$ cat config.mk
export PLATFORM = sky130hd
export DESIGN_NAME = serial_sub_2bit
export DESIGN_NICKNAME = d
export VERILOG_FILES = /design/src/rtl/serial_sub_pkg.sv /design/src/rtl/fs_2bit.sv /design/src/rtl/serial_sub_2bit.sv
export SDC_FILE = /design/constraint.sdc
export NUM_CORES = 1
export LEC_CHECK = 0
export CORE_MARGIN = 1
export CORE_UTILIZATION = 40
export CTS_BUF_LIST = sky130_fd_sc_hd__clkbuf_4 sky130_fd_sc_hd__clkbuf_8 sky130_fd_sc_hd__clkbuf_16
export CTS_CLUSTER_DIAMETER = 100
export CTS_CLUSTER_SIZE = 40
export DETAILED_ROUTE_END_ITERATION = 10
export PLACE_DENSITY = 0.74
export RECOVER_POWER = 100
export SLEW_MARGIN = 20
export SYNTH_ARGS = -nofsm -noshare
export SYNTH_HDL_FRONTEND = slang
export SYNTH_HIERARCHICAL = 1
export SYNTH_SLANG_ARGS = --single-unit
$ cat constraint.sdc
create_clock -name clk -period 1.5 [get_ports clk]
set_input_delay 0.3 -clock clk [delete_from_list [all_inputs] [get_ports clk]]
set_output_delay 0.3 -clock clk [all_outputs]
set_load 0.01 [all_outputs]
$ cat src/rtl/serial_sub_pkg.sv
// Shared definitions for the serial 2-bit-per-cycle subtractor.
package serial_sub_pkg;

    // Default operand width; must be even and at least 2.
    localparam int DEFAULT_WIDTH = 8;

    // Controller state encoding.
    typedef enum logic [1:0] {
        ST_IDLE = 2'd0,
        ST_RUN  = 2'd1,
        ST_DONE = 2'd2
    } state_e;

endpackage

$ cat src/rtl/fs_2bit.sv
// Combinational 2-bit full subtractor: {bout, d} = a - b - bin.
// Built as a + ~b + ~bin; the carry out of that sum is the inverted borrow.
module fs_2bit (
    output logic       bout,
    output logic [1:0] d,
    input  logic       bin,
    input  logic [1:0] a,
    input  logic [1:0] b
);

    logic [2:0] sum;

    // Two's-complement add of the inverted subtrahend and inverted borrow-in.
    always_comb begin
        sum  = {1'b0, a} + {1'b0, ~b} + {2'b00, ~bin};
        d    = sum[1:0];
        bout = ~sum[2];
    end

endmodule

$ cat src/rtl/serial_sub_2bit.sv
// Serial subtractor: computes a - b - bin two bits per clock, LSB pair first,
// reusing a single fs_2bit stage. A request is accepted in IDLE or DONE;
// RUN spends WIDTH/2 edges on the pairs plus one edge to publish the borrow,
// so done rises WIDTH/2+1 edges after the accepting edge.
// Handshake: start is a level sampled at each rising edge and only honoured
// in IDLE/DONE; done is a single-cycle pulse, and d/bout stay valid from that
// cycle until the next accepted start clears them.
module serial_sub_2bit
    import serial_sub_pkg::*;
#(
    parameter int WIDTH = DEFAULT_WIDTH
) (
    input  logic             clk,
    input  logic             rst,
    input  logic             start,
    input  logic [WIDTH-1:0] a,
    input  logic [WIDTH-1:0] b,
    input  logic             bin,
    output logic             busy,
    output logic             done,
    output logic [WIDTH-1:0] d,
    output logic             bout,
    output logic [1:0]       state_o
);

    localparam int PAIRS = WIDTH / 2;
    // One extra bit so the counter can hold PAIRS without wrapping.
    localparam int CW = $clog2(PAIRS) + 1;
    localparam logic [CW-1:0] LAST = CW'(PAIRS);

    state_e           state_q, state_d;
    logic [CW-1:0]    cnt_q, cnt_d;
    logic [WIDTH-1:0] a_q, a_d;
    logic [WIDTH-1:0] b_q, b_d;
    logic             borrow_q, borrow_d;
    logic [WIDTH-1:0] d_q, d_d;
    logic             bout_q, bout_d;

    logic             step_bout;
    logic [1:0]       step_d;

    // The single pair stage always looks at the low pair of the shifting operands.
    fs_2bit u_fs (
        .bout (step_bout),
        .d    (step_d),
        .bin  (borrow_q),
        .a    (a_q[1:0]),
        .b    (b_q[1:0])
    );

    // Next-state and datapath: accept, shift one pair per RUN edge, then publish.
    always_comb begin
        state_d  = state_q;
        cnt_d    = cnt_q;
        a_d      = a_q;
        b_d      = b_q;
        borrow_d = borrow_q;
        d_d      = d_q;
        bout_d   = bout_q;
        case (state_q)
            ST_IDLE, ST_DONE: begin
                if (start) begin
                    state_d  = ST_RUN;
                    a_d      = a;
                    b_d      = b;
                    borrow_d = bin;
                    d_d      = '0;
                    bout_d   = 1'b0;
                    cnt_d    = '0;
                end else begin
                    state_d = ST_IDLE;
                end
            end
            ST_RUN: begin
                if (cnt_q == LAST) begin
                    state_d = ST_DONE;
                    bout_d  = borrow_q;
                end else begin
                    a_d      = a_q >> 2;
                    b_d      = b_q >> 2;
                    borrow_d = step_bout;
                    d_d      = d_q >> 2;
                    d_d[WIDTH-1 -: 2] = step_d;
                    cnt_d    = cnt_q + CW'(1);
                end
            end
            default: state_d = ST_IDLE;
        endcase
    end

    // State and datapath registers with synchronous reset.
    always_ff @(posedge clk) begin
        if (rst) begin
            state_q  <= ST_IDLE;
            cnt_q    <= '0;
            a_q      <= '0;
            b_q      <= '0;
            borrow_q <= 1'b0;
            d_q      <= '0;
            bout_q   <= 1'b0;
        end else begin
            state_q  <= state_d;
            cnt_q    <= cnt_d;
            a_q      <= a_d;
            b_q      <= b_d;
            borrow_q <= borrow_d;
            d_q      <= d_d;
            bout_q   <= bout_d;
        end
    end

    assign busy    = (state_q == ST_RUN);
    assign done    = (state_q == ST_DONE);
    assign d       = d_q;
    assign bout    = bout_q;
    assign state_o = state_q;

endmodule

==> results of run 1 <==
[final timing paths]
| check | slack [ns] | endpoint | depth (start not counted) | start |
|---|---|---|---|---|
| worst max register to register | -0.006 | d[7] | 4 | borrow_q |
| worst min-delay path | 0.48 | a_q[0] | 2 | a_q[2] |
| worst max-delay path | -0.006 | d[7] | 4 | borrow_q |
| worst min register to register | 0.48 | a_q[0] | 2 | a_q[2] |
[state kept, by name (all words and copies together), names as in the netlist]
register  count
d             8
state_o       2
borrow_q      1
bout          1
b_q           8
cnt_q         3
a_q           8
[repair_timing]
action | in CTS | in global routing
endpoints found under the setup margin | 29 | 28
buffers inserted | 1 | 0
pin swaps | 0 | 4
gates resized for setup | 18 | 7
[cells by family (layout without fill, tap and decap cells)]
group,Yosys count,count (layout)
AO/OA/AOI/OAI,44,44
adder cells (fa/ha/maj),4,4
buffers and inverters,19,61
flip-flops,31,31
multiplexers,1,1
AND/OR/NAND/NOR,38,38
[layout make-up]
class | instances | area, um^2
clock buffers | 5 | 37.5
clock inverters | 3 | 15.0
fillers | 307 | 1320
inverters | 7 | 28.8
multi-input cells | 87 | 659
flip-flops and latches | 31 | 623
well taps | 44 | 55.1
repair buffers | 46 | 419
[where the power goes]
part / internal [mW] / total, mW / switching [mW] / leakage, nW
Combinational: 0.179 / 0.348 / 0.169 / 0.470
Clock: 0.174 / 0.460 / 0.286 / 0.0347
Sequential: 0.882 / 0.919 / 0.0367 / 0.255
Total: 1.23 / 1.73 / 0.492 / 0.759
[critical path, cell delays in order (launching register included)]
cell and delay [ns]:
sky130_fd_sc_hd__dfxtp_2 0.34, sky130_fd_sc_hd__fa_2 0.38, sky130_fd_sc_hd__fa_1 0.48, sky130_fd_sc_hd__inv_1 0.04, sky130_fd_sc_hd__a22o_1 0.18
[cell usage in the layout, fill, tap and decap left out, drive strengths merged]
| cell | netlist | layout |
|---|---|---|
| dfxtp | 31 | 31 |
| inv | 7 | 7 |
| nor2 | 1 | 1 |
| clkdlybuf4s50 | 0 | 19 |
| nor3 | 1 | 1 |
| a22o | 13 | 13 |
| a21oi | 2 | 2 |
| a211oi | 14 | 14 |
| nor2b | 3 | 3 |
| mux2 | 1 | 1 |
| clkbuf | 1 | 8 |
| nand2b | 2 | 2 |
| nand4 | 1 | 1 |
| buf | 11 | 12 |
| clkinv | 0 | 3 |
| o211ai | 1 | 1 |
| nand2 | 27 | 27 |
| a311oi | 13 | 13 |
| ha | 2 | 2 |
| nor3b | 1 | 1 |
| dlygate4sd2 | 0 | 12 |
| and4b | 1 | 1 |
| nor4 | 1 | 1 |
| a21o | 1 | 1 |
| fa | 2 | 2 |
[metal layers]
| layer | track usage [%] | vias up | wire length [um] |
|---|---|---|---|
| met3 | 4.90 | 12 | 128 |
| met1 | 21.3 | 551 | 1330 |
| met4 | 10.7 | 0 | 87 |
| met5 | 0 | - | 0 |
| li1 | - | 587 | - |
| met2 | 31.2 | 33 | 1420 |
[per-stage QoR]
| step | cells | worst slack [ns] | TNS (ns) | total power [mW] |
|---|---|---|---|---|
| 2_1_floorplan | 137 | 0.00415 | 0 | 1.15 |
| 3_3_place_gp | 214 | -0.168 | -4.35 | 1.27 |
| 3_5_place_dp | 214 | -0.266 | -6.00 | 1.28 |
| 4_1_cts | 223 | -0.0137 | -0.0291 | 1.74 |
| 5_1_grt | 223 | -0.0418 | -0.372 | 1.82 |
| 6_report | 223 | -0.00566 | -0.00566 | 1.73 |
==> results.txt, run 1 <==
The flow ran to the end, but the final reports show violations. The checks that failed: negative setup slack. Number of max-cap violations: 0. The final count of hold timing violations is 0, and the fraction of post-synthesis cell area in the top cell type by area is 45.3%.

For this run, the top clock speed supported by timing is 664 MHz. The number of global-route vias before repair was 1138. STA classifies the critical path startpoint as a register. The vias per cell is 5.30, and the count of cell types in the netlist is 27. 0 antenna diodes ended up in the layout.

TritonCTS created 5 clock buffers. The required time of the critical path is 1.74 ns. From left edge to right edge, the die measures 60.5 um. The remaining antenna violation count after routing is 0, and the post-synthesis compound-gate area fraction is 27.0%.

The post-synthesis area per instance was 10.0 um^2. For the number of pins with negative max-slew slack in the final report, the log shows 0. For the total of warnings raised by yosys, the log shows 6. In this run the clock root is driven by a sky130_fd_sc_hd__clkbuf_4. The class of the tightest hold or removal check is reg2reg. The tree built by TritonCTS fans out to 31 sinks. The initial utilization of the core area, before any placement, comes to 43.5%.

Subtracting the final worst setup slack from the clock period gives 1.51 ns. Overall routing resource usage: 18.6%. Portion of the post-synthesis area used by sequential elements: 45.3%.

Setup repair after global routing could not meet its margin everywhere. For the number of design-rule violations left by the first detailed-router iteration, the log shows 36. The H-tree generated during clock tree synthesis spans 2 levels. Across the VDD grid, the largest voltage drop is 0.000542 V. The run gives 2200 um as the post-detailed-placement half-perimeter wirelength.

The routed layout has 1183 vias. The number of buffers inserted by port buffering is 32, and the number of antenna violations at the first check in global routing is 0. The async set-or-reset flop fraction in the synthesized netlist is 0%. Summing the areas of all and, or, nand and nor instances in the mapped netlist gives 14.0% of the synthesized area. The xor/xnor share of the synthesized area came out at 0%. Measured along the y axis, the die boundary spans 60.5 um. The fraction of final layout cells sized beyond drive strength 1 came out at 18.4%.

The run gives 0 as the remaining global-route overflow. The synthesized netlist devotes 4.75% of its cell area to adder and majority cells. After synthesis the netlist holds a flip-flop and latch count of 31. The final hold slack came out at 0.477 ns. The global placer's final weighted congestion was 0.765. Flip-flop cell with the highest count after synthesis: sky130_fd_sc_hd__dfxtp_1. The cell count after synthesis came out at 137. The floorplan has 20 rows. The clock transition at the register clock pins on the worst setup and hold paths after CTS is 0.10 ns. The number of nets in the finished design was 202; the number of enable-type register cells in the synthesized netlist was 0. Insertion delay of the later-clocked pin in the worst-skew pair: 0.33 ns. For this design the top-level I/O count stands at 33.

sky130_fd_sc_hd__dfxtp_1 is the most common cell in the netlist. The critical path in this run is classified as reg2reg. The combinational family with the most area after synthesis is compound AO/OA/AOI/OAI gates. For the pin with the worst max-slew slack, the measured transition is 0.333 ns. The tools report the die area as 0.00366 mm^2. In the finished design, the share of the clock period the worst path needs comes to 100%. The logs give 58.3% for the final core utilization and 0.00184 mm^2 for the design area. The dominant cell type by area after synthesis was sky130_fd_sc_hd__dfxtp_1.

The tools report the max-slew headroom at the worst pin as 77.8%. Final number of setup-violating endpoints: 1. The first global-routing pass estimated 4950 um of wire.

In this run, post-CTS hold repair placed 0 buffers. After synthesis, the cell types taking the most area are sky130_fd_sc_hd__dfxtp_1 (45%), sky130_fd_sc_hd__a22o_1 (8.3%), sky130_fd_sc_hd__a311oi_1 (8.3%). Area growth from synthesis to layout: 34.2%. The pre-antenna-repair detailed-routing pass consisted of 4 iterations. The clock arrives with 0.00941 ns of skew. Summed over all layers, the routed wires come to 2960 um. Of all nets on the critical path, the largest fanout is 2. Synthesis produced a netlist with a net count of 161. The static leakage came out at 0.759 nW.

Counting instances in the post-synthesis netlist gives the leading cell types as sky130_fd_sc_hd__dfxtp_1 (31), sky130_fd_sc_hd__nand2_1 (26), sky130_fd_sc_hd__a211oi_1 (13), sky130_fd_sc_hd__a22o_1 (13), sky130_fd_sc_hd__a311oi_1 (13). The routed length per placed instance was 13.3 um; the number of design rule violations left after detail routing was 0. At the worst endpoint, the arrival time is 1.74 ns. In this run the cell area of the synthesized design comes to 0.00137 mm^2. The maximum number of buffers from clock root to sink was 2. The worst setup path is captured at a register.

The run gives 19 as the largest net degree at the start of global routing. TritonCTS built the clock tree. The placeable core region came out at 0.00315 mm^2. Dividing total power by cell area gives a power density of 939 mW/mm^2.

For the final critical-path setup slack, the log shows -0.00566 ns. Once placement finished, the instance area stood at 0.00176 mm^2. Measured against the total synthesized area, the mux share comes to 0.822%.
Note: power is estimated with default switching activity, not from simulation.
==> run 2, diff against run 1 <==
--- a/config.mk
+++ b/config.mk
@@ -5,13 +5,14 @@
 export SDC_FILE = /design/constraint.sdc
 export NUM_CORES = 1
 export LEC_CHECK = 0
+export ABC_AREA = 1
 export CORE_MARGIN = 1
 export CORE_UTILIZATION = 40
 export CTS_BUF_LIST = sky130_fd_sc_hd__clkbuf_4 sky130_fd_sc_hd__clkbuf_8 sky130_fd_sc_hd__clkbuf_16
 export CTS_CLUSTER_DIAMETER = 100
 export CTS_CLUSTER_SIZE = 40
 export DETAILED_ROUTE_END_ITERATION = 10
-export PLACE_DENSITY = 0.74
+export PLACE_DENSITY = 0.73
 export RECOVER_POWER = 100
 export SLEW_MARGIN = 20
 export SYNTH_ARGS = -nofsm -noshare
==> results.txt, run 2 <==
The run finished with clean final reports. The die area was 0.00398 mm^2 (was 0.00366 mm^2); the maximum fanout encountered on the critical timing path was 2 (unchanged). The run gives 0 (unchanged) as the remaining antenna violation count after routing. The total setup buffers inserted after CTS is 0 (was 1), and the final count of hold timing violations is 0 (unchanged). Reg-to-reg critical path startpoint: b_q[0] (was borrow_q). The number of instances in the synthesized netlist came out at 208 (was 137).

The run gives 2 (unchanged) as the maximum number of buffers from clock root to sink. The number of enable-type register cells in the synthesized netlist was 0 (unchanged); the insertion delay of the later-clocked pin in the worst-skew pair was 0.28 ns (was 0.33 ns). The run gives 43.1% (was 43.5%) as the starting density of the core. The end of the worst hold path was a_q[3] (was a_q[0]).

For the total chip power, the log shows 2.13 mW (was 1.73 mW). The fraction of final layout cells sized beyond drive strength 1 was 12.2% (was 18.4%). The logs give 269 (was 202) for the number of nets in the finished design and 0.740 (was 0.765) for the global placer's final weighted congestion. For the count of hold-fix buffers inserted at cts, the log shows 0 (unchanged). The time the worst path needs with I/O delays and setup works out to 1.47 ns (was 1.51 ns). The tools report the endpoint of the most critical register-to-register path as d[7] (unchanged). The logs give 3310 um (was 2960 um) for the total wirelength of the detailed-routed design and 1386 (was 1183) for the overall via count from detail_route. The tools report the final clock skew as 0.00441 ns (was 0.00941 ns). The setup TNS after final layout is 0 ns (was -0.00566 ns).

The share of the clock period used by the worst path works out to 97.8% (was 100%). The final number of setup-violating endpoints was 0 (was 1); the total buffers and inverters traversed by the critical path was 1 (unchanged). The tools report the number of design rule violations left after detail routing as 0 (unchanged). Top post-synthesis cells by count: sky130_fd_sc_hd__nand2_1 (77), sky130_fd_sc_hd__dfxtp_1 (31), sky130_fd_sc_hd__nor2_1 (20) (was sky130_fd_sc_hd__dfxtp_1 (31), sky130_fd_sc_hd__nand2_1 (26), sky130_fd_sc_hd__a211oi_1 (13), sky130_fd_sc_hd__a22o_1 (13), sky130_fd_sc_hd__a311oi_1 (13)). The count of boundary I/O pins came out at 33 (unchanged). The run gives 5660 um (was 4950 um) as the first-pass GRT wire length. The class of the tightest hold or removal check was reg2reg (unchanged). The filler cell count was 353 (was 307). The startpoint class of the critical path was a register (unchanged). TritonCTS built the clock tree. Post-synthesis net count: 232 (was 161). The width of the chip came out at 63.1 um (was 60.5 um). For the total number of placement rows, the log shows 21 (was 20).

The cell with the biggest individual delay on the critical path is sky130_fd_sc_hd__fa_1 (unchanged). For the number of max-cap violations, the log shows 0 (unchanged). The post-synthesis area per instance was 7.18 um^2 (was 10.0 um^2); the number of pins with negative max-slew slack in the final report was 0 (unchanged). Critical setup path kind: reg2reg (unchanged). Post-detailed-placement half-perimeter wirelength: 2240 um (was 2200 um). The total of warnings raised by yosys is 6 (unchanged), and the placeable core region is 0.00347 mm^2 (was 0.00315 mm^2).

The tools report the buffer cell driving the clock tree root as sky130_fd_sc_hd__clkbuf_8 (was sky130_fd_sc_hd__clkbuf_4). The tools report the number of antenna violations at the first check in global routing as 0 (unchanged). The run gives 283 (was 214) as the placed cell count. The number of clock buffers inserted by TritonCTS came out at 5 (unchanged).

The static leakage came out at 0.962 nW (was 0.759 nW). Cell breakdown of the critical path: fa_2 -> fa_1 -> inv_1 -> nand4_1 -> nand2_1 (was fa_2 -> fa_1 -> inv_1 -> a22o_1). The run gives 0 (unchanged) as the remaining global-route overflow. The most common cell after layout, fill and taps aside was sky130_fd_sc_hd__nand2_1 (was sky130_fd_sc_hd__dfxtp_1).

The measured slew at the worst slew-check pin was 0.217 ns (was 0.333 ns). The cell family with the largest share of critical-path delay was adder cells (unchanged). The number of design-rule violations left by the first detailed-router iteration was 50 (was 36). The number of non-filler instances in the completed layout came out at 292 (was 223). Most area-consuming cells after synthesis: sky130_fd_sc_hd__dfxtp_1 (42%), sky130_fd_sc_hd__nand2_1 (19%), sky130_fd_sc_hd__nand3_1 (5.0%) (was sky130_fd_sc_hd__dfxtp_1 (45%), sky130_fd_sc_hd__a22o_1 (8.3%), sky130_fd_sc_hd__a311oi_1 (8.3%)). Setup repair after global routing could not meet its margin everywhere. The longest individual stage delay on the worst path was 0.48 ns (about the same); the required time of the critical path was 1.68 ns (was 1.74 ns).

The clock transition at the register clock pins on the worst setup and hold paths after CTS works out to 0.07 ns (was 0.10 ns). The tools report the hold path startpoint as a_q[3] (was a_q[2]). The total power density per cell area works out to 1050 mW/mm^2 (was 939 mW/mm^2). The tools report the detailed-router iteration count before antenna repair as 4 (unchanged). Area of the mapped netlist: 0.00149 mm^2 (was 0.00137 mm^2). The portion of the post-synthesis area used by sequential elements was 41.5% (was 45.3%). The data arrival time of the critical path came out at 1.65 ns (was 1.74 ns). Vertical die dimension: 63.1 um (was 60.5 um). The largest net degree at the start of global routing is 25 (was 19), and the depth of the worst register-to-register path is 5 (was 4). The worst hold path cell count is 2 (unchanged), and the clock sink count is 31 (unchanged).

The maximum VDD drop came out at 0.000666 V (was 0.000542 V). The logs give 0 (unchanged) for the number of antenna cells inserted and 2 (unchanged) for the maximum level of the CTS H-tree. The leading cell type by number of instances after synthesis is sky130_fd_sc_hd__nand2_1 (was sky130_fd_sc_hd__dfxtp_1).

The routed length per placed instance came out at 11.3 um (was 13.3 um). The vias per cell is 4.75 (was 5.30). The register bit total from synthesis is 31 (unchanged). The final core utilization was 58.5% (was 58.3%). The number of global-route vias before repair came out at 1296 (was 1138).

The flip-flop cell with the highest count after synthesis is sky130_fd_sc_hd__dfxtp_1 (unchanged). The count of cell types in the netlist is 21 (was 27), and the final critical-path setup slack is 0.0323 ns (was -0.00566 ns). The tools report the worst reg-to-reg setup slack as 0.03 ns (was -0.006 ns). The dominant cell type by area after synthesis is sky130_fd_sc_hd__dfxtp_1 (unchanged). Commonest cells after routing, fill and taps aside: sky130_fd_sc_hd__nand2_1 (77), sky130_fd_sc_hd__dfxtp_1 (28), sky130_fd_sc_hd__clkdlybuf4s50_1 (22) (was sky130_fd_sc_hd__dfxtp_1 (29), sky130_fd_sc_hd__nand2_1 (26), sky130_fd_sc_hd__clkdlybuf4s50_1 (19)).

The max-slew headroom at the worst pin is 85.5% (was 77.8%). The async set-or-reset flop fraction in the synthesized netlist was 0% (unchanged). The fraction of post-synthesis cell area in the top cell type by area came out at 41.5% (was 45.3%). The tools report the endpoint type of the worst setup path as a register (unchanged).

The number of buffers inserted by port buffering is 32 (unchanged), and the overall routing resource usage is 18.2% (was 18.6%). The setup slack at placement is -0.0635 ns (was -0.266 ns). The area growth from synthesis to layout is 35.8% (was 34.2%). The tools report the timing-limited maximum frequency as 681 MHz (was 664 MHz).
==> run 2: changes by cell type in the layout (fill, tap and decap cells not counted), moves of 13 or more <==
cell                       change
sky130_fd_sc_hd__nand2_1      +51
sky130_fd_sc_hd__nor2_1       +19
sky130_fd_sc_hd__nand3_1      +15
sky130_fd_sc_hd__a211oi_1     -13
sky130_fd_sc_hd__a22o_1       -13
sky130_fd_sc_hd__a311oi_1     -13
==> run 2: through the flow <==
stage | instance area [um^2] | hold slack (ns)
finish | 2030 | 0.445
floorplan | 1490 | 0.419
CTS | 2000 | 0.445
detailed placement | 1890 | 0.433
global placement | 1890 | 0.430
global route | 2030 | 0.467
==> run 2: power by group <==
part / switching (mW) / total [mW] / internal [mW]
clock: 0.312 / 0.849 / 0.537
combinational: 0.214 / 0.382 / 0.168
sequential: 0.0262 / 0.900 / 0.874
total: 0.552 / 2.13 / 1.58
==> run 2: layout make-up <==
type	instances	area, um^2	area share [%]
clock buffers	6	82.6	4.07
flip-flops and latches	31	624	30.8
inverters	18	67.6	3.33
clock inverters	2	35.0	1.73
well taps	46	57.6	2.84
repair buffers	40	400	19.7
multi-input cells	149	762	37.5
==> run 2: worst max-delay path by stage <==
| stage | start | endpoint | slack [ns] | cells past startpoint |
|---|---|---|---|---|
| final | b_q[0] | d[7] | 0.03 | 5 |
| after global routing | b_q[0] | borrow_q | -0.009 | 6 |
| after CTS | d[4] | d[4] | 0.004 | 1 |
| after detailed placement | a_q[0] | d[7] | -0.06 | 6 |
| after global placement | a_q[0] | d[7] | -0.02 | 6 |
| after floorplan | a_q[0] | d[7] | 0.0003 | 6 |
==> run 2: worst reg2reg max path: stages, from the launching register on <==
cell,delay (ns)
sky130_fd_sc_hd__dfxtp_2,0.33
sky130_fd_sc_hd__fa_2,0.38
sky130_fd_sc_hd__fa_1,0.48
sky130_fd_sc_hd__inv_1,0.04
sky130_fd_sc_hd__nand4_1,0.07
sky130_fd_sc_hd__nand2_1,0.05
==> run 2: repair_timing <==
| action | in CTS | in global routing |
|---|---|---|
| gates cloned | 0 | 1 |
| gates resized for setup | 9 | 11 |
| setup endpoints to repair | 10 | 27 |
| pin swaps | 1 | 2 |
==> run 2: cells by family (layout without fill, tap and decap cells) <==
group	after synthesis	count (layout)	synth area share (%)
flip-flops	31	31	41.5
adder cells (fa/ha/maj)	4	4	4.35
AND/OR/NAND/NOR	134	135	41.5
AO/OA/AOI/OAI	10	10	3.35
buffers and inverters	29	66	9.30
==> run 2: layer usage <==
metal  share of wire [%]  up-vias  GRT usage, %
met4                 2.8        0          9.88
li1                    -      728             -
met5                   0        -             0
met3                 2.9       13          3.26
met1                  46      617          23.2
met2                  49       28          29.0
==> run 3, diff against run 2 <==
--- a/config.mk
+++ b/config.mk
@@ -6,6 +6,7 @@
 export NUM_CORES = 1
 export LEC_CHECK = 0
 export ABC_AREA = 1
+export CORE_ASPECT_RATIO = 1.25
 export CORE_MARGIN = 1
 export CORE_UTILIZATION = 40
 export CTS_BUF_LIST = sky130_fd_sc_hd__clkbuf_4 sky130_fd_sc_hd__clkbuf_8 sky130_fd_sc_hd__clkbuf_16
==> results.txt, run 3 (synthesized netlist as in run 2, its figures left out) <==
The run finished, with violations left. The checks that failed: design-rule violations. The total buffers and inverters traversed by the critical path came out at 1 (unchanged).

For the data arrival time of the critical path, the log shows 1.65 ns (about the same). The longest individual stage delay on the worst path works out to 0.48 ns (about the same). The final number of setup-violating endpoints is 0 (unchanged).

The total wirelength of the detailed-routed design is 3170 um (was 3310 um). Timing-limited maximum frequency: 679 MHz (was 681 MHz). The number of antenna violations at the first check in global routing came out at 0 (unchanged).

The time the worst path needs with I/O delays and setup was 1.47 ns (about the same); the total number of placement rows was 24 (was 21). The number of non-filler instances in the completed layout was 285 (was 292); the routed length per placed instance was 11.1 um (was 11.3 um). The number of buffers inserted by port buffering was 32 (unchanged); the count of hold-fix buffers inserted at cts was 0 (unchanged).

The die area is 0.00398 mm^2 (about the same), and the remaining antenna violation count after routing is 0 (unchanged). The tools report the number of design-rule violations left by the first detailed-router iteration as 39 (was 50). Clock sink count: 31 (unchanged).

The tools report the number of pins with negative max-slew slack in the final report as 0 (unchanged). The class of the tightest hold or removal check is reg2reg (unchanged). The endpoint type of the worst setup path is a register (unchanged). The share of the clock period used by the worst path is 98.1% (was 97.8%), and the final hold slack is 0.447 ns (was 0.445 ns). The startpoint class of the critical path is a register (unchanged). The cell family with the largest share of critical-path delay is adder cells (unchanged).

The final count of hold timing violations is 0 (unchanged). The clock transition at the register clock pins on the worst setup and hold paths after CTS was 0.06 ns (was 0.07 ns); the largest net degree at the start of global routing was 20 (was 25). For the number of max-cap violations, the log shows 0 (unchanged). The overall via count from detail_route was 1378 (was 1386). For the remaining global-route overflow, the log shows 0 (unchanged). The count of boundary I/O pins was 33 (unchanged); the placed cell count was 277 (was 283).

The final clock skew came out at 0.00550 ns (was 0.00441 ns). For the total chip power, the log shows 1.93 mW (was 2.13 mW). For the post-detailed-placement half-perimeter wirelength, the log shows 2200 um (was 2240 um). The overall routing resource usage is 17.8% (was 18.2%), and the static leakage is 0.931 nW (was 0.962 nW). The width of the chip is 56.7 um (was 63.1 um), and the vias per cell is 4.84 (was 4.75). The measured slew at the worst slew-check pin is 0.291 ns (was 0.217 ns).

The logs give 42.2% (was 43.1%) for the starting density of the core and 0.000610 V (was 0.000666 V) for the maximum VDD drop. The number of nets in the finished design was 269 (unchanged). Area growth from synthesis to layout: 32.1% (was 35.8%).

The most common cell after layout, fill and taps aside was sky130_fd_sc_hd__nand2_1 (unchanged). The number of global-route vias before repair is 1272 (was 1296). The required time of the critical path is 1.68 ns (about the same).

The number of antenna cells inserted is 0 (unchanged). Cell with the biggest individual delay on the critical path: sky130_fd_sc_hd__fa_1 (unchanged). The number of design rule violations left after detail routing was 6 (was 0); the maximum fanout encountered on the critical timing path was 2 (unchanged).

The maximum level of the CTS H-tree was 2 (unchanged); the placeable core region was 0.00354 mm^2 (was 0.00347 mm^2). The tools report the first-pass GRT wire length as 5510 um (was 5660 um). Cell breakdown of the critical path: fa_2 -> fa_1 -> inv_1 -> nand4_1 -> nand2_1 (unchanged).

Total setup buffers inserted after CTS: 0 (unchanged). Setup repair after global routing could not meet its margin everywhere. The maximum number of buffers from clock root to sink was 2 (unchanged).

The number of clock buffers inserted by TritonCTS was 5 (unchanged). Max-slew headroom at the worst pin: 80.6% (was 85.5%). The buffer cell driving the clock tree root is sky130_fd_sc_hd__clkbuf_8 (unchanged). The critical setup path kind was reg2reg (unchanged).

TritonCTS built the clock tree. The global placer's final weighted congestion is 0.740 (unchanged). The insertion delay of the later-clocked pin in the worst-skew pair was 0.28 ns (about the same); the vertical die dimension was 70.3 um (was 63.1 um).

The total power density per cell area is 976 mW/mm^2 (was 1050 mW/mm^2), and the detailed-router iteration count before antenna repair is 7 (was 4). Fraction of final layout cells sized beyond drive strength 1: 10.6% (was 12.2%). Commonest cells after routing, fill and taps aside: sky130_fd_sc_hd__nand2_1 (78), sky130_fd_sc_hd__dfxtp_1 (30), sky130_fd_sc_hd__clkdlybuf4s50_1 (22) (was sky130_fd_sc_hd__nand2_1 (77), sky130_fd_sc_hd__dfxtp_1 (28), sky130_fd_sc_hd__clkdlybuf4s50_1 (22)).
==> run 3: cell types whose count changed in the layout (fill, tap and decap cells not counted), sizes merged <==
cell	before	now
buf	8	9
nor2	23	22
dlygate4sd2	7	4
clkbuf	6	7
bufinv	1	0
clkdlybuf4s25	3	6
==> run 3: final cells by class <==
type                    instances  area [um^2]
fillers                       351         1570
well taps                      39         48.8
repair buffers                 41          412
multi-input cells             148          734
clock buffers                   7         83.8
inverters                      18         67.6
clock inverters                 1         5.00
flip-flops and latches         31          622
==> run 3: report_power, final <==
group          total, mW  switching [mW]  internal (mW)  leakage, nW
sequential         0.900          0.0262          0.873        0.254
combinational      0.370           0.203          0.167        0.628
clock              0.657           0.296          0.361       0.0491
total               1.93           0.525           1.40        0.931
==> run 3: final timing paths <==
kind	start	endpoint	slack [ns]	cells after the start
setup reg to reg	b_q[0]	d[7]	0.03	5
setup / recovery	b_q[0]	d[7]	0.03	5
hold reg to reg	a_q[5]	a_q[5]	0.45	2
hold / removal	a_q[5]	a_q[5]	0.45	2
==> run 3: metal layers <==
layer	vias up	track usage (%)	part of all wire, %
li1	726	-	-
met1	612	19.9	44
met2	34	31.2	50
met3	6	5.00	4.0
met4	0	7.50	1.7
met5	-	0	0
==> run 3: worst min-delay path: stages (launching register included) <==
cell	delay (ns)
sky130_fd_sc_hd__dfxtp_1	0.31
sky130_fd_sc_hd__nand2_1	0.06
sky130_fd_sc_hd__nand2_1	0.04
==> run 3: per-stage QoR <==
step | TNS (ns) | instance area, um^2 | utilization (%) | setup slack, ns
6_report | 0 | 1970 | 55.7 | 0.0278
5_1_grt | -0.203 | 1970 | 55.7 | -0.0464
4_1_cts | 0 | 1970 | 55.7 | 0.000416
3_5_place_dp | -0.0724 | 1880 | 53.2 | -0.0500
3_3_place_gp | -0.0170 | 1880 | 53.2 | -0.0170
2_1_floorplan | 0 | 1490 | - | 0.000341
==> run 3: timing repair <==
item	CTS	global route
pin swaps	0	2
resized for setup	7	7
endpoints found under the setup margin	7	19
==> variant: new RTL, settings of run 1 <==
`DEFAULT_WIDTH`: 8 -> 4.
--- a/src/rtl/serial_sub_pkg.sv
+++ b/src/rtl/serial_sub_pkg.sv
@@ -3,5 +3,5 @@
 
     // Default operand width; must be even and at least 2.
-    localparam int DEFAULT_WIDTH = 8;
+    localparam int DEFAULT_WIDTH = 4;
 
     // Controller state encoding.
Ports: changed (resized a, b and d); port bits go from 33 to 21. No check against the original RTL was run, so the function may have changed too.
==> variant against run 1 <==
The run still ends with negative setup slack left; first-iteration DRC count shrank 75%; worst hold slack worse by 5.0 ps; via count is 35% lower; critical endpoint is now d[3]; final cell count is 32% lower; count of clock-buffer cells in the layout shrank 1; combinational power is 15% lower; sequential cell count fell by 13; worst setup slack got worse by 24 ps; wire length decreased by 28%; cell area down 34%; largest power group unchanged; total power shrank 34%; area after synthesis is 41% lower.
==> variant: results (changes against run 1) <==
| Metric | Value |
|---|---|
| Worst reg2reg path endpoint | `d[3]` |
| GRT Total Usage | `20.35% (+1.8 points)` |
| Clock power frac | `27.0% (+0.4 points)` |
| ANT cells | `0 (unchanged)` |
| Sequential logic power | `0.541 mW (-41%)` |
| Vias | `771 (-35%)` |
| Gpl congestion | `0.7857 (+2.7%)` |
| Maximum vdd drop | `0.0006500 V (+20%)` |
| Cells after Synth | `92 (-33%)` |
| Share of layout cells above drive strength 1 | `25.40% (+7.0 points)` |
| CTS sink cnt | `18 (-42%)` |
| Status | `complete, but fails checks` |
| Hold Crit Endpoint | `b_q[3]` |
| FF-to-FF path depth | `6 (+2)` |
| I/O Buffers | `20 (-38%)` |
| Setup violators final | `1 (unchanged)` |
| Nets | `142 (-30%)` |
| Worst-margin pin slew | `253.8 ps (-78.75 ps)` |
| M1 GR Usage | `23.88% (+2.6 points)` |
| Net Sw Frac | `28.40% (-0.076 points)` |
| CTS buffer count | `3 (-2)` |
| Setup_tns | `-29.49 ps (-23.83 ps)` |
| Fillers | `165 (-46%)` |
| Commonest cells post-synth | `18 x dfxtp_1, 10 x a21oi_1, 10 x nand2_1, 10 x nand3_1, 6 x inv_1` |
| GRT met2 Usage | `36.67% (+5.4 points)` |
| Final wirelength | `2120 um (-28%)` |
| Syn nets | `107 (-34%)` |
| Htree depth | `1 (-1)` |
| Cell variety after synth | `23 (-15%)` |
| Top post-synthesis cells by area | `dfxtp_1 44%, a21oi_1 6.2%, mux2i_1 6.2%` |
| Dpl cell area | `1112 um^2 (-37%)` |
| Failing checks | `negative setup slack` |
| PwrDens | `940.4 nW/um^2 (+0.12%)` |
| Fin cells | `151 (-32%)` |
| Worst R2R Start | `a_q[0]` |
| Skew-Pair Late Insertion Delay | `300 ps (-30 ps)` |
| Lkg Pwr | `0.5566 nW (-27%)` |
| Pre-CTS setup slack | `-47.22 ps (+219.0 ps)` |
| Worst Slack Setup Final | `-29.49 ps (-23.83 ps)` |
| Clock skew | `5.175 ps (-4.230 ps)` |
| Initial DRC count | `9 (-75%)` |
| Hold Slack | `472.0 ps (-4.953 ps)` |
| Hold Crit Start | `b_q[3]` |
variant: cell types whose count changed in the layout (fill, tap and decap cells not counted), sizes merged, moves of 7 or more:
cell,delta
nand3,+10
a21oi,+8
a22o,-13
a311oi,-13
dfxtp,-13
a211oi,-9
clkdlybuf4s50,-8
nand2,-17
dlygate4sd2,-7
variant: how the worst max path moves through the flow:
stage	to	depth (start not counted)
after detailed placement	d[3]	6
after CTS	d[3]	6
after global routing	d[3]	6
after floorplan	d[3]	6
final	d[3]	6
after global placement	d[3]	6
variant: cells by family after synthesis:
group | Yosys count | share of synthesized area (%)
flops | 18 | 44.31
buf+inv | 12 | 5.845
mux | 5 | 6.154
fa+ha+maj | 3 | 6.461
compound gates | 17 | 12.46
simple gates | 37 | 24.77
variant: worst min-delay path, delay by kind of cell, from the launching register on:
| kind | cells | cell delay (ps) |
|---|---|---|
| simple gates | 1 | 60 |
| compound gates | 1 | 50 |
| flops | 1 | 320 |
variant: cell type report:
type | count | area [um^2] | area share, %
well taps | 25 | 31.28 | 2.567
flip-flops and latches | 18 | 364.1 | 29.88
clock buffers | 4 | 36.28 | 2.977
inverters | 6 | 22.52 | 1.848
multi-input cells | 62 | 435.4 | 35.73
repair buffers | 36 | 329.1 | 27.00
variant: repair_timing:
| action | in CTS | in global routing |
|---|---|---|
| pin swaps | 1 | 2 |
| hold endpoints to repair | 0 | 0 |
| endpoints found under the setup margin | 12 | 11 |
| buffers inserted | 0 | 3 |
| resized for setup | 12 | 16 |
| gates cloned | 0 | 1 |
variant: per-layer routing:
metal  part of all wire (%)  wire [um]  vias up
li1                       -          -      385
met1                     44        927      356
met2                     52       1095       24
met3                    3.3         71        6
met4                    1.2         26        0
met5                      0          0        -
